## src/rtl/music_pkg.sv

```systemverilog
// Shared types and constants for the music sequencer.
// Contents:
//   state_e         - sequencer FSM states
//   entry_t         - one pattern ROM word {note, dur, oct_up, oct_dn, trem}
//   END_NOTE        - note code that marks the end of the pattern
//   PATTERN         - the fixed note pattern played by the sequencer
//   sanitize_entry  - clears contradictory octave flags
package music_pkg;

    typedef enum logic [2:0] {
        IDLE   = 3'd0,
        LOAD   = 3'd1,
        PLAY   = 3'd2,
        GAP    = 3'd3,
        PAUSED = 3'd4,
        END    = 3'd5
    } state_e;

    localparam int NOTE_W    = 4;
    localparam int DUR_W     = 4;
    localparam int ENTRY_W   = NOTE_W + DUR_W + 3;
    localparam int PAT_DEPTH = 16;
    localparam int PAT_AW    = 4;

    localparam logic [NOTE_W-1:0] END_NOTE = 4'hF;

    typedef struct packed {
        logic [NOTE_W-1:0] note;
        logic [DUR_W-1:0]  dur;     // beats - 1
        logic              oct_up;
        logic              oct_dn;
        logic              trem;
    } entry_t;

    localparam logic [ENTRY_W-1:0] END_WORD = {END_NOTE, 4'h0, 3'b000};

    localparam logic [ENTRY_W-1:0] PATTERN [PAT_DEPTH] = '{
        {4'h1, 4'h0, 3'b000},
        {4'h5, 4'h2, 3'b100},
        {4'h0, 4'h0, 3'b000},
        {4'h3, 4'h1, 3'b011},
        END_WORD, END_WORD, END_WORD, END_WORD,
        END_WORD, END_WORD, END_WORD, END_WORD,
        END_WORD, END_WORD, END_WORD, END_WORD
    };

    // Octave up and down together is meaningless for the datapath; drop both.
    function automatic entry_t sanitize_entry(input entry_t e);
        entry_t r;
        r = e;
        if (e.oct_up && e.oct_dn) begin
            r.oct_up = 1'b0;
            r.oct_dn = 1'b0;
        end else begin
            r = e;
        end
        return r;
    endfunction

endpackage

```

## src/rtl/music_pattern_rom.sv

```systemverilog
// Registered-output pattern ROM. Data for an address appears one clock later.
// Ports:
//   i_clk   - system clock
//   i_rst   - synchronous active-high reset (clears the output register)
//   i_addr  - pattern index
//   o_data  - registered pattern entry
module music_pattern_rom
    import music_pkg::*;
#(
    parameter int unsigned SEQ_LEN = 16
) (
    input  logic                       i_clk,
    input  logic                       i_rst,
    input  logic [$clog2(SEQ_LEN)-1:0] i_addr,
    output entry_t                     o_data
);

    entry_t w_data;
    entry_t r_data;

    // Address decode; indices beyond the stored pattern read as end markers.
    always_comb begin
        w_data = entry_t'(END_WORD);
        if (32'(i_addr) < 32'(PAT_DEPTH)) begin
            w_data = entry_t'(PATTERN[PAT_AW'(i_addr)]);
        end else begin
            w_data = entry_t'(END_WORD);
        end
    end

    // Output register.
    always_ff @(posedge i_clk) begin
        if (i_rst) begin
            r_data <= '0;
        end else begin
            r_data <= w_data;
        end
    end

    assign o_data = r_data;

endmodule

```

## src/rtl/music_sequencer.sv

```systemverilog
// Autonomous note sequencer feeding the musicfeatures tone/effects datapath.
// Walks the pattern ROM, generates the beat tick, holds each note for its
// duration and optionally inserts a silent tick between notes.
// Ports:
//   i_clk, i_rst      - clock, synchronous active-high reset
//   i_start           - level, rising edge starts playback from step 0
//   i_stop            - level, aborts to IDLE (highest priority)
//   i_pause           - level, freezes playback while high
//   i_loop_en         - restart at step 0 when the sequence ends
//   o_note_code       - current note (0 = rest)
//   o_octave_uena/o_octave_dena/o_tremolo_ena - effect enables
//   o_led_ena         - a non-rest note is sounding
//   o_step            - current ROM index
//   o_busy            - not IDLE
//   o_done            - one-cycle pulse when a non-looping sequence completes
module music_sequencer
    import music_pkg::*;
#(
    parameter int unsigned TEMPO_DIV = 12500,
    parameter int unsigned SEQ_LEN   = 16,
    parameter bit          GAP_EN    = 1'b1
) (
    input  logic                       i_clk,
    input  logic                       i_rst,
    input  logic                       i_start,
    input  logic                       i_stop,
    input  logic                       i_pause,
    input  logic                       i_loop_en,
    output logic [3:0]                 o_note_code,
    output logic                       o_octave_uena,
    output logic                       o_octave_dena,
    output logic                       o_tremolo_ena,
    output logic                       o_led_ena,
    output logic [$clog2(SEQ_LEN)-1:0] o_step,
    output logic                       o_busy,
    output logic                       o_done
);

    localparam int unsigned STEP_W = $clog2(SEQ_LEN);
    localparam int unsigned CNT_W  = $clog2(TEMPO_DIV);
    localparam logic [CNT_W-1:0]  CNT_LAST  = CNT_W'(TEMPO_DIV - 1);
    localparam logic [STEP_W-1:0] STEP_LAST = STEP_W'(SEQ_LEN - 1);

    state_e              r_state, w_state_nxt;
    logic                r_resume_gap, w_resume_gap_nxt;
    logic [CNT_W-1:0]    r_cnt, w_cnt_nxt;
    logic [DUR_W-1:0]    r_dur, w_dur_nxt;
    logic [STEP_W-1:0]   r_step, w_step_nxt;
    logic                r_start_d;
    logic [NOTE_W-1:0]   r_note, w_note_nxt;
    logic                r_oct_u, w_oct_u_nxt;
    logic                r_oct_d, w_oct_d_nxt;
    logic                r_trem, w_trem_nxt;
    logic                r_led, w_led_nxt;
    logic                r_busy, w_busy_nxt;
    logic                r_done, w_done_nxt;

    entry_t              w_rom_data;
    entry_t              w_entry;
    logic                w_tick;
    logic                w_start_edge;
    logic                w_advance;
    logic                w_clear_out;

    // The ROM is addressed with the next step so its registered output is
    // already valid during the LOAD cycle.
    music_pattern_rom #(
        .SEQ_LEN (SEQ_LEN)
    ) u_rom (
        .i_clk  (i_clk),
        .i_rst  (i_rst),
        .i_addr (w_step_nxt),
        .o_data (w_rom_data)
    );

    assign w_entry      = sanitize_entry(w_rom_data);
    assign w_start_edge = i_start & ~r_start_d;
    assign w_tick       = ((r_state == PLAY) || (r_state == GAP)) && (r_cnt == CNT_LAST);

    // Next-state, counters and next output values.
    always_comb begin
        w_state_nxt      = r_state;
        w_resume_gap_nxt = r_resume_gap;
        w_cnt_nxt        = r_cnt;
        w_dur_nxt        = r_dur;
        w_step_nxt       = r_step;
        w_note_nxt       = r_note;
        w_oct_u_nxt      = r_oct_u;
        w_oct_d_nxt      = r_oct_d;
        w_trem_nxt       = r_trem;
        w_led_nxt        = r_led;
        w_done_nxt       = 1'b0;
        w_advance        = 1'b0;
        w_clear_out      = 1'b0;

        if (i_stop) begin
            w_state_nxt      = IDLE;
            w_step_nxt       = '0;
            w_cnt_nxt        = '0;
            w_resume_gap_nxt = 1'b0;
            w_clear_out      = 1'b1;
        end else begin
            case (r_state)
                IDLE: begin
                    w_cnt_nxt   = '0;
                    w_step_nxt  = '0;
                    w_clear_out = 1'b1;
                    if (w_start_edge) begin
                        w_state_nxt = LOAD;
                    end else begin
                        w_state_nxt = IDLE;
                    end
                end
                LOAD: begin
                    w_cnt_nxt = '0;
                    if (w_entry.note == END_NOTE) begin
                        w_state_nxt = END;
                        w_clear_out = 1'b1;
                    end else begin
                        w_state_nxt = PLAY;
                        w_dur_nxt   = w_entry.dur;
                        w_note_nxt  = w_entry.note;
                        w_oct_u_nxt = w_entry.oct_up;
                        w_oct_d_nxt = w_entry.oct_dn;
                        w_trem_nxt  = w_entry.trem;
                        w_led_nxt   = (w_entry.note != 4'h0);
                    end
                end
                PLAY: begin
                    if (i_pause) begin
                        // Counter holds on the pausing cycle: it is not an active clock.
                        w_state_nxt      = PAUSED;
                        w_resume_gap_nxt = 1'b0;
                    end else begin
                        w_cnt_nxt = w_tick ? '0 : r_cnt + CNT_W'(1);
                        if (w_tick && (r_dur != 4'd0)) begin
                            w_dur_nxt = r_dur - 4'd1;
                        end else if (w_tick && GAP_EN) begin
                            w_state_nxt = GAP;
                            w_clear_out = 1'b1;
                        end else if (w_tick) begin
                            w_advance = 1'b1;
                        end else begin
                            w_state_nxt = PLAY;
                        end
                    end
                end
                GAP: begin
                    if (i_pause) begin
                        w_state_nxt      = PAUSED;
                        w_resume_gap_nxt = 1'b1;
                    end else begin
                        w_cnt_nxt = w_tick ? '0 : r_cnt + CNT_W'(1);
                        w_advance = w_tick;
                    end
                end
                PAUSED: begin
                    if (!i_pause) begin
                        w_state_nxt = r_resume_gap ? GAP : PLAY;
                    end else begin
                        w_state_nxt = PAUSED;
                    end
                end
                END: begin
                    w_cnt_nxt   = '0;
                    w_step_nxt  = '0;
                    w_clear_out = 1'b1;
                    if (i_loop_en) begin
                        w_state_nxt = LOAD;
                    end else begin
                        w_state_nxt = IDLE;
                        w_done_nxt  = 1'b1;
                    end
                end
                default: begin
                    w_state_nxt = IDLE;
                    w_step_nxt  = '0;
                    w_cnt_nxt   = '0;
                    w_clear_out = 1'b1;
                end
            endcase

            // Moving to the next entry; the last ROM slot wraps and ends the sequence.
            if (w_advance) begin
                w_clear_out = 1'b1;
                w_cnt_nxt   = '0;
                if (r_step == STEP_LAST) begin
                    w_step_nxt  = '0;
                    w_state_nxt = END;
                end else begin
                    w_step_nxt  = r_step + STEP_W'(1);
                    w_state_nxt = LOAD;
                end
            end else begin
                w_cnt_nxt = w_cnt_nxt;
            end
        end

        if (w_clear_out) begin
            w_note_nxt  = 4'h0;
            w_oct_u_nxt = 1'b0;
            w_oct_d_nxt = 1'b0;
            w_trem_nxt  = 1'b0;
            w_led_nxt   = 1'b0;
        end else begin
            w_note_nxt = w_note_nxt;
        end

        w_busy_nxt = (w_state_nxt != IDLE);
    end

    // State, counters and registered outputs.
    always_ff @(posedge i_clk) begin
        if (i_rst) begin
            r_state      <= IDLE;
            r_resume_gap <= 1'b0;
            r_cnt        <= '0;
            r_dur        <= '0;
            r_step       <= '0;
            r_start_d    <= 1'b0;
            r_note       <= 4'h0;
            r_oct_u      <= 1'b0;
            r_oct_d      <= 1'b0;
            r_trem       <= 1'b0;
            r_led        <= 1'b0;
            r_busy       <= 1'b0;
            r_done       <= 1'b0;
        end else begin
            r_state      <= w_state_nxt;
            r_resume_gap <= w_resume_gap_nxt;
            r_cnt        <= w_cnt_nxt;
            r_dur        <= w_dur_nxt;
            r_step       <= w_step_nxt;
            r_start_d    <= i_start;
            r_note       <= w_note_nxt;
            r_oct_u      <= w_oct_u_nxt;
            r_oct_d      <= w_oct_d_nxt;
            r_trem       <= w_trem_nxt;
            r_led        <= w_led_nxt;
            r_busy       <= w_busy_nxt;
            r_done       <= w_done_nxt;
        end
    end

    assign o_note_code   = r_note;
    assign o_octave_uena = r_oct_u;
    assign o_octave_dena = r_oct_d;
    assign o_tremolo_ena = r_trem;
    assign o_led_ena     = r_led;
    assign o_step        = r_step;
    assign o_busy        = r_busy;
    assign o_done        = r_done;

endmodule

```

## config.mk

```make
export PLATFORM = sky130hd
export DESIGN_NAME = music_sequencer
export DESIGN_NICKNAME = d
export VERILOG_FILES = /design/src/rtl/music_pkg.sv /design/src/rtl/music_pattern_rom.sv /design/src/rtl/music_sequencer.sv
export SDC_FILE = /design/constraint.sdc
export NUM_CORES = 1
export LEC_CHECK = 0
export ABC_AREA = 1
export BUFFER_PORTS_ARGS = -buffer_cell sky130_fd_sc_hd__buf_2
export CORE_MARGIN = 2
export CORE_UTILIZATION = 50
export DETAILED_ROUTE_END_ITERATION = 6
export PLACE_DENSITY_LB_ADDON = 0.1
export SETUP_SLACK_MARGIN = 0.5
export SKIP_LAST_GASP = 1
export SYNTH_ARGS = -nofsm -noshare
export SYNTH_HDL_FRONTEND = slang
export SYNTH_SLANG_ARGS = --single-unit
```

## constraint.sdc

```tcl
create_clock -name i_clk -period 2 [get_ports i_clk]
set_clock_uncertainty 0.2 [all_clocks]
set_input_delay 0.4 -clock i_clk [delete_from_list [all_inputs] [get_ports i_clk]]
set_output_delay 0.4 -clock i_clk [all_outputs]
set_load 0.01 [all_outputs]
```

==> results of run 1 <==
power by group:
group / leakage, nW / switching, mW / total, mW / internal [mW]
sequential: 0.355 / 0.00599 / 0.864 / 0.858
clock: 0.0612 / 0.318 / 0.723 / 0.405
combinational: 0.945 / 0.0851 / 0.136 / 0.0513
sequential cells by signal, indices dropped and copies added (netlist names):
signal,flops
o_note_code,4
r_dur,4
o_tremolo_ena,1
o_busy,1
o_octave_uena,1
o_step,4
r_resume_gap,1
o_octave_dena,1
r_state,3
o_done,1
o_led_ena,1
r_start_d,1
u_rom.o_data,6
r_cnt,14
metal layers:
metal | GRT usage [%] | share of wire [%] | up-vias | routed length [um]
li1 | - | - | 1199 | -
met1 | 39.4 | 44 | 1199 | 3320
met2 | 41.5 | 44 | 164 | 3390
met3 | 4.18 | 8.3 | 42 | 630
met4 | 8.76 | 3.6 | 0 | 277
met5 | 0 | 0 | - | 0
worst reg2reg max path: stages, from the launching register on:
cell      delay, ps
dfxtp_2         370
ha_4            190
buf_4           130
nand4_1         150
nor2_2          290
nand3_2         120
o21ai_1         140
o211ai_1        110
a21oi_2         140
area by class of cell:
type                    count  area, sq um
fillers                   278          976
repair buffers             59          462
repair inverters            2         18.8
clock buffers               6         82.6
multi-input cells         237         1590
inverters                  41          175
flip-flops and latches     43          886
well taps                  52         65.1
clock inverters             2         35.0
cells in the final DEF, fill, tap and decap left out, drive strengths merged:
cell type / n
a211oi: 2
a21oi: 25
a221oi: 1
a31oi: 1
buf: 59
bufinv: 1
clkbuf: 6
clkinv: 1
clkinvlp: 4
dfxtp: 43
ha: 4
inv: 39
nand2: 82
nand3: 29
nand4: 12
nor2: 46
nor3: 8
nor4: 1
o211a: 1
o211ai: 1
o21ai: 20
o41ai: 1
xnor2: 2
xor2: 1
kinds of logic after synthesis:
family | synth area share [%]
AOI/OAI and AO/OA | 12.7
xor gates and xnor gates | 1.19
adders and majority gates | 2.26
buffers and inverters | 7.36
DFF | 38.9
and+or+nand+nor | 37.5
metrics by stage:
stage               area (sq um)  setup slack, ps  hold slack, ps
floorplan                   2270              379             241
global placement            2460              172             248
detailed placement          2460              180             252
CTS                         3040              264            81.0
global route                3320             32.3            86.7
finish                      3320              113            84.0
Yosys cell counts (all sizes together):
cell type  count  share of area, %
nor2          46               9.1
nand2         82                15
xor2           1              0.40
dfxtp         43                39
o211a          1              0.45
nand4         12               4.8
xnor2          2              0.79
o21ai         20               4.5
a211oi         2              0.68
inv           41               7.0
nor3           8               1.8
buf            1              0.23
a221oi         1              0.40
a31oi          1              0.28
clkbuf         1              0.17
nand3         29               6.8
a21oi         25               5.7
nor4           1              0.28
o41ai          1              0.40
o211ai         1              0.34
ha             4               2.3
how the worst max path moves through the flow:
stage | start | to | slack, ps | depth (start not counted)
after floorplan | r_state[1] | u_rom.o_data[8] | 380 | 11
after global placement | r_state[2] | u_rom.o_data[3] | 170 | 9
after detailed placement | r_state[1] | o_led_ena | 180 | 9
after CTS | r_state[1] | u_rom.o_data[7] | 260 | 11
after global routing | r_cnt[1] | r_cnt[12] | 30 | 8
final | r_cnt[1] | r_cnt[12] | 110 | 8
repair_timing:
item                       in CTS  in global routing
pin swaps                      25                 16
setup endpoints to repair      41                 43
hold buffers                    0                  0
buffers inserted               26                  9
gates resized for setup        71                 59
gates cloned                    2                  0
==> reports/metrics.csv, run 1 <==
stage,metric,value,unit
floorplan,Core Footprint,4290,sq um
synthesis,post-synthesis instance total,323,
critical_path,RR Endpoint,r_cnt[12],
worst_hold_path,Hold Path Class,in -> reg,
floorplan,num rows,24,
critical_path,crit start category,register,
power_and_ir_drop,P per Cell Area,519,nW/um^2
critical_path,Slowest cell on crit path,dfxtp_2,
cells_and_area,Nets,399,
sta,worst slew pin tran,384,ps
cells_and_area,Post-Layout Cell Count,442,
cts,Num CTS Buffers,5,
synthesis,sequential-to-total area share from yosys stat,38.9,%
detailed_routing,via count,2604,
synthesis,Synth cell types,29,
detailed_routing,drt pass-1 iters,6,
sta,final setup fails,0,
critical_path,crit end category,register,
synthesis,Post-Syn Nets,333,
critical_path,critical-path cell list,ha_4 -> buf_4 -> nand4_1 -> nor2_2 -> nand3_2 -> o21ai_1 -> o211ai_1 -> a21oi_2,
sta,final setup TNS,0,ps
grt,initial antenna violation count,0,
cts,TritonCTS Sinks,43,
grt,Overflow after GRT,0,
cells_and_area,ant diodes,0,
place,placed cell count,397,
critical_path,CP Class,reg -> reg,
worst_hold_path,HP Start,i_loop_en,
place,Final Wtd Congestion,0.907,
cts,Root Driver,clkbuf_8,
critical_path,"reg-to-reg slack, setup",110,ps
power_and_ir_drop,Final Power,1.72,mW
grt,first-pass GRT wire length,10800,um
grt,vias in the first global route,2225,
detailed_routing,post-detailed-route count of antenna-violating nets,0,
critical_path,"CP delay by family, top",simple AND/OR/NAND/NOR gates,
place,hpwl dp,3890,um
power_and_ir_drop,leakage,1.36,nW
detailed_routing,Vias/cell,5.89,
floorplan,Ports,20,
critical_path,largest stage delay on the critical path,370,ps
critical_path,CP Buf/Inv Count,1,
critical_path,r2r startpoint,r_cnt[1],
critical_path,R2R depth,8,
critical_path,CP Data Arrival Time,1920,ps
synthesis,yosys warns,0,
sta,post-route minimum period,1890,ps
critical_path,Worst EP required,2040,ps
cts,Clock Tree Buf Depth,2,
synthesis,mapped cell area,2210,sq um
grt,gr usage total,27.2,%
synthesis,syn avg cell area,6.84,sq um
critical_path,CP Max Fanout,4,
cts,CTS tree,done,
status,status,"complete, no violations",
floorplan,Die ar.,4970,sq um
cts,"Clk pin slew, worst setup/hold paths",90,ps
detailed_routing,Remaining DRCs,0,
sta,RSZ-0062 raised after global routing,yes,
cts,clk_lat worst skew,300,ps
sta,"Slew Viols, Final",0,
cells_and_area,area delta synth->final,50.1,%
detailed_routing,DR WL/cell,17.2,um
floorplan,Die Height,70.5,um
worst_hold_path,Min-Delay Endpoint,o_done,
run,max-capacitance violation count,0,
sta,Final period util,94.4,%
sta,Final Hold Fails,0,
grt,pin count of the biggest net entering global routing,14,
power_and_ir_drop,Peak VDD IR,321,uV
sta,Slew HR,74.2,%
detailed_routing,Routed WL,7610,um
cts,htree depth,2,
detailed_routing,initial DRC count,264,
place,Port Buf Inserts,19,
sta,FMAX,530,MHz
floorplan,Starting Density,51.5,%
cells_and_area,Finished Core Util,77.3,%
cells_and_area,layout cells sized above 1,46.4,%
worst_hold_path,Hold Path Stages,2,
synthesis,Seq cells post-synth,43,
floorplan,Chip Width,70.5,um
Note: power is estimated with default switching activity, not from simulation.
==> run 2, diff against run 1 <==
--- a/config.mk
+++ b/config.mk
@@ -7,7 +7,7 @@
 export LEC_CHECK = 0
 export ABC_AREA = 1
 export BUFFER_PORTS_ARGS = -buffer_cell sky130_fd_sc_hd__buf_2
-export CORE_MARGIN = 2
+export CORE_MARGIN = 5
 export CORE_UTILIZATION = 50
 export DETAILED_ROUTE_END_ITERATION = 6
 export PLACE_DENSITY_LB_ADDON = 0.1
==> run 2 against run 1 <==
Via count is 7.2% lower. Largest cell class unchanged. Global-route usage is 6.2 points lower. Clock power is 20% lower. First-iteration DRC count is 23% lower. Wire length is 15% lower. Final area is 6.6% lower. Worst hold slack worse by 13 ps. Maximum frequency is 4.0% higher. Critical endpoint is now o_led_ena.
==> reports/metrics.csv, run 2 (synthesis results as in run 1) <==
stage,metric,value,unit
sta,Final Hold Fails,0,
critical_path,largest stage delay on the critical path,380,ps
cts,"Clk pin slew, worst setup/hold paths",90,ps
cts,htree depth,2,
critical_path,CP Max Fanout,8,
cells_and_area,Nets,392,
cells_and_area,ant diodes,0,
sta,final setup TNS,0,ps
place,"worst slack, placed",141,ps
sta,final setup fails,0,
cts,CTS tree,done,
critical_path,"reg-to-reg slack, setup",190,ps
worst_hold_path,Hold Path Class,in -> reg,
critical_path,Worst EP required,2000,ps
grt,first-pass GRT wire length,10200,um
critical_path,CP Class,reg -> reg,
power_and_ir_drop,internal power,1.15,mW
detailed_routing,initial DRC count,204,
power_and_ir_drop,Clock Power Share,37.2,%
power_and_ir_drop,leakage,1.28,nW
cells_and_area,max reg flops,14,
power_and_ir_drop,Seq pwr share,55.7,%
cts,Num CTS Buffers,5,
power_and_ir_drop,Peak VDD IR,372,uV
detailed_routing,Remaining DRCs,0,
detailed_routing,Vias/cell,5.56,
grt,gr usage total,21.0,%
run,max-capacitance violation count,0,
cells_and_area,area delta synth->final,40.1,%
detailed_routing,post-detailed-route count of antenna-violating nets,0,
detailed_routing,Routed WL,6440,um
floorplan,Core Footprint,4320,sq um
cells_and_area,Reg with most FFs,r_cnt,
cts,clk_lat worst skew,310,ps
power_and_ir_drop,Comb power frac,7.1,%
cts,TritonCTS Sinks,43,
cts,Clock Tree Buf Depth,2,
sta,Slew HR,72.2,%
sta,Final WS setup,186,ps
place,Final Wtd Congestion,0.930,
cts,Root Driver,clkbuf_8,
grt,initial antenna violation count,0,
critical_path,CP Buf/Inv Count,3,
critical_path,CP Data Arrival Time,1810,ps
floorplan,Die Height,76.5,um
sta,FMAX,551,MHz
detailed_routing,DR WL/cell,14.8,um
detailed_routing,via count,2417,
place,hpwl dp,4060,um
floorplan,Starting Density,51.1,%
critical_path,critical-path cell list,inv_4 -> nor2_4 -> nand2_2 -> nor2_4 -> nand4_4 -> buf_12 -> nand2_8 -> clkinv_8 -> nand4_4 -> a21oi_1,
cts,cts hold-fix bufs,0,
power_and_ir_drop,P per Cell Area,501,nW/um^2
power_and_ir_drop,switching pwr,0.405,mW
sta,post-route minimum period,1810,ps
critical_path,Slowest cell on crit path,dfxtp_4,
grt,pin count of the biggest net entering global routing,16,
floorplan,Ports,20,
power_and_ir_drop,sw frac,26.1,%
cells_and_area,"most common cell after layout, fill and taps aside",nand2_1,
cells_and_area,most frequent cells in the layout,"nand2_1 (66), inv_1 (34), dfxtp_1 (30), nor2_1 (29), buf_4 (26)",
sta,RSZ-0062 raised after global routing,yes,
floorplan,num rows,24,
critical_path,crit start category,register,
grt,vias in the first global route,2159,
place,Port Buf Inserts,19,
detailed_routing,drt pass-1 iters,5,
floorplan,Die ar.,5850,sq um
critical_path,"CP delay by family, top",simple AND/OR/NAND/NOR gates,
sta,Final period util,90.7,%
floorplan,Chip Width,76.5,um
sta,worst slew pin tran,416,ps
critical_path,crit end category,register,
grt,Overflow after GRT,0,
cells_and_area,layout cells sized above 1,38.6,%
status,status,"complete, no violations",
sta,"Slew Viols, Final",0,
run 2: area by class of cell:
class | instances | area, sq um
multi-input cells | 237 | 1480
fillers | 331 | 1230
flip-flops and latches | 43 | 882
repair buffers | 52 | 393
inverters | 41 | 173
clock buffers | 5 | 68.8
well taps | 52 | 65.1
clock inverters | 3 | 23.8
repair inverters | 2 | 16.3
run 2: power groups by stage:
| stage | combinational [mW] | clock (mW) | sequential (mW) |
|---|---|---|---|
| global route | 0.119 | 0.646 | 0.865 |
| floorplan | 0.0533 | 0 | 0.886 |
| finish | 0.110 | 0.577 | 0.864 |
| CTS | 0.0944 | 0.600 | 0.864 |
| global placement | 0.0804 | 0 | 0.886 |
| detailed placement | 0.0814 | 0 | 0.886 |
run 2: worst paths after layout:
kind	from	end	depth (start not counted)
worst max-delay path	r_state[1]	o_led_ena	10
worst min-delay path	i_loop_en	o_done	2
worst max register to register	r_state[1]	o_led_ena	10
worst min register to register	o_octave_dena	o_octave_dena	2
run 2: worst register-to-register path, cell delays in order (launching register included):
cell	delay (ps)
dfxtp_4	380
inv_4	50
nor2_4	120
nand2_2	80
nor2_4	160
nand4_4	180
buf_12	190
nand2_8	90
clkinv_8	80
nand4_4	130
a21oi_1	60
run 2: timing repair:
action	CTS	global route
buffers inserted	18	10
resized for setup	51	39
setup endpoints to repair	43	42
endpoints found under the hold margin	0	0
pin swaps	18	16
cloned	1	1
run 2: stage by stage:
stage / util, % / total power [mW] / instance area [sq um] / std cells / hold WS (ps)
floorplan: - / 0.939 / 2270 / 323 / 241
global placement: 56.9 / 0.966 / 2460 / 397 / 245
detailed placement: 56.9 / 0.967 / 2460 / 397 / 253
CTS: 66.8 / 1.56 / 2890 / 424 / 61.2
global route: 71.6 / 1.63 / 3100 / 435 / 68.1
finish: 71.6 / 1.55 / 3100 / 435 / 71.4
run 2: per-layer routing:
metal	GRT usage [%]	share of wire [%]	vias to the layer above	wire length (um)
met5	0	0	-	0
met4	7.52	1.6	0	102
met3	4.85	6.8	11	441
li1	-	-	1188	-
met1	29.2	48	1122	3060
met2	31.6	44	96	2830
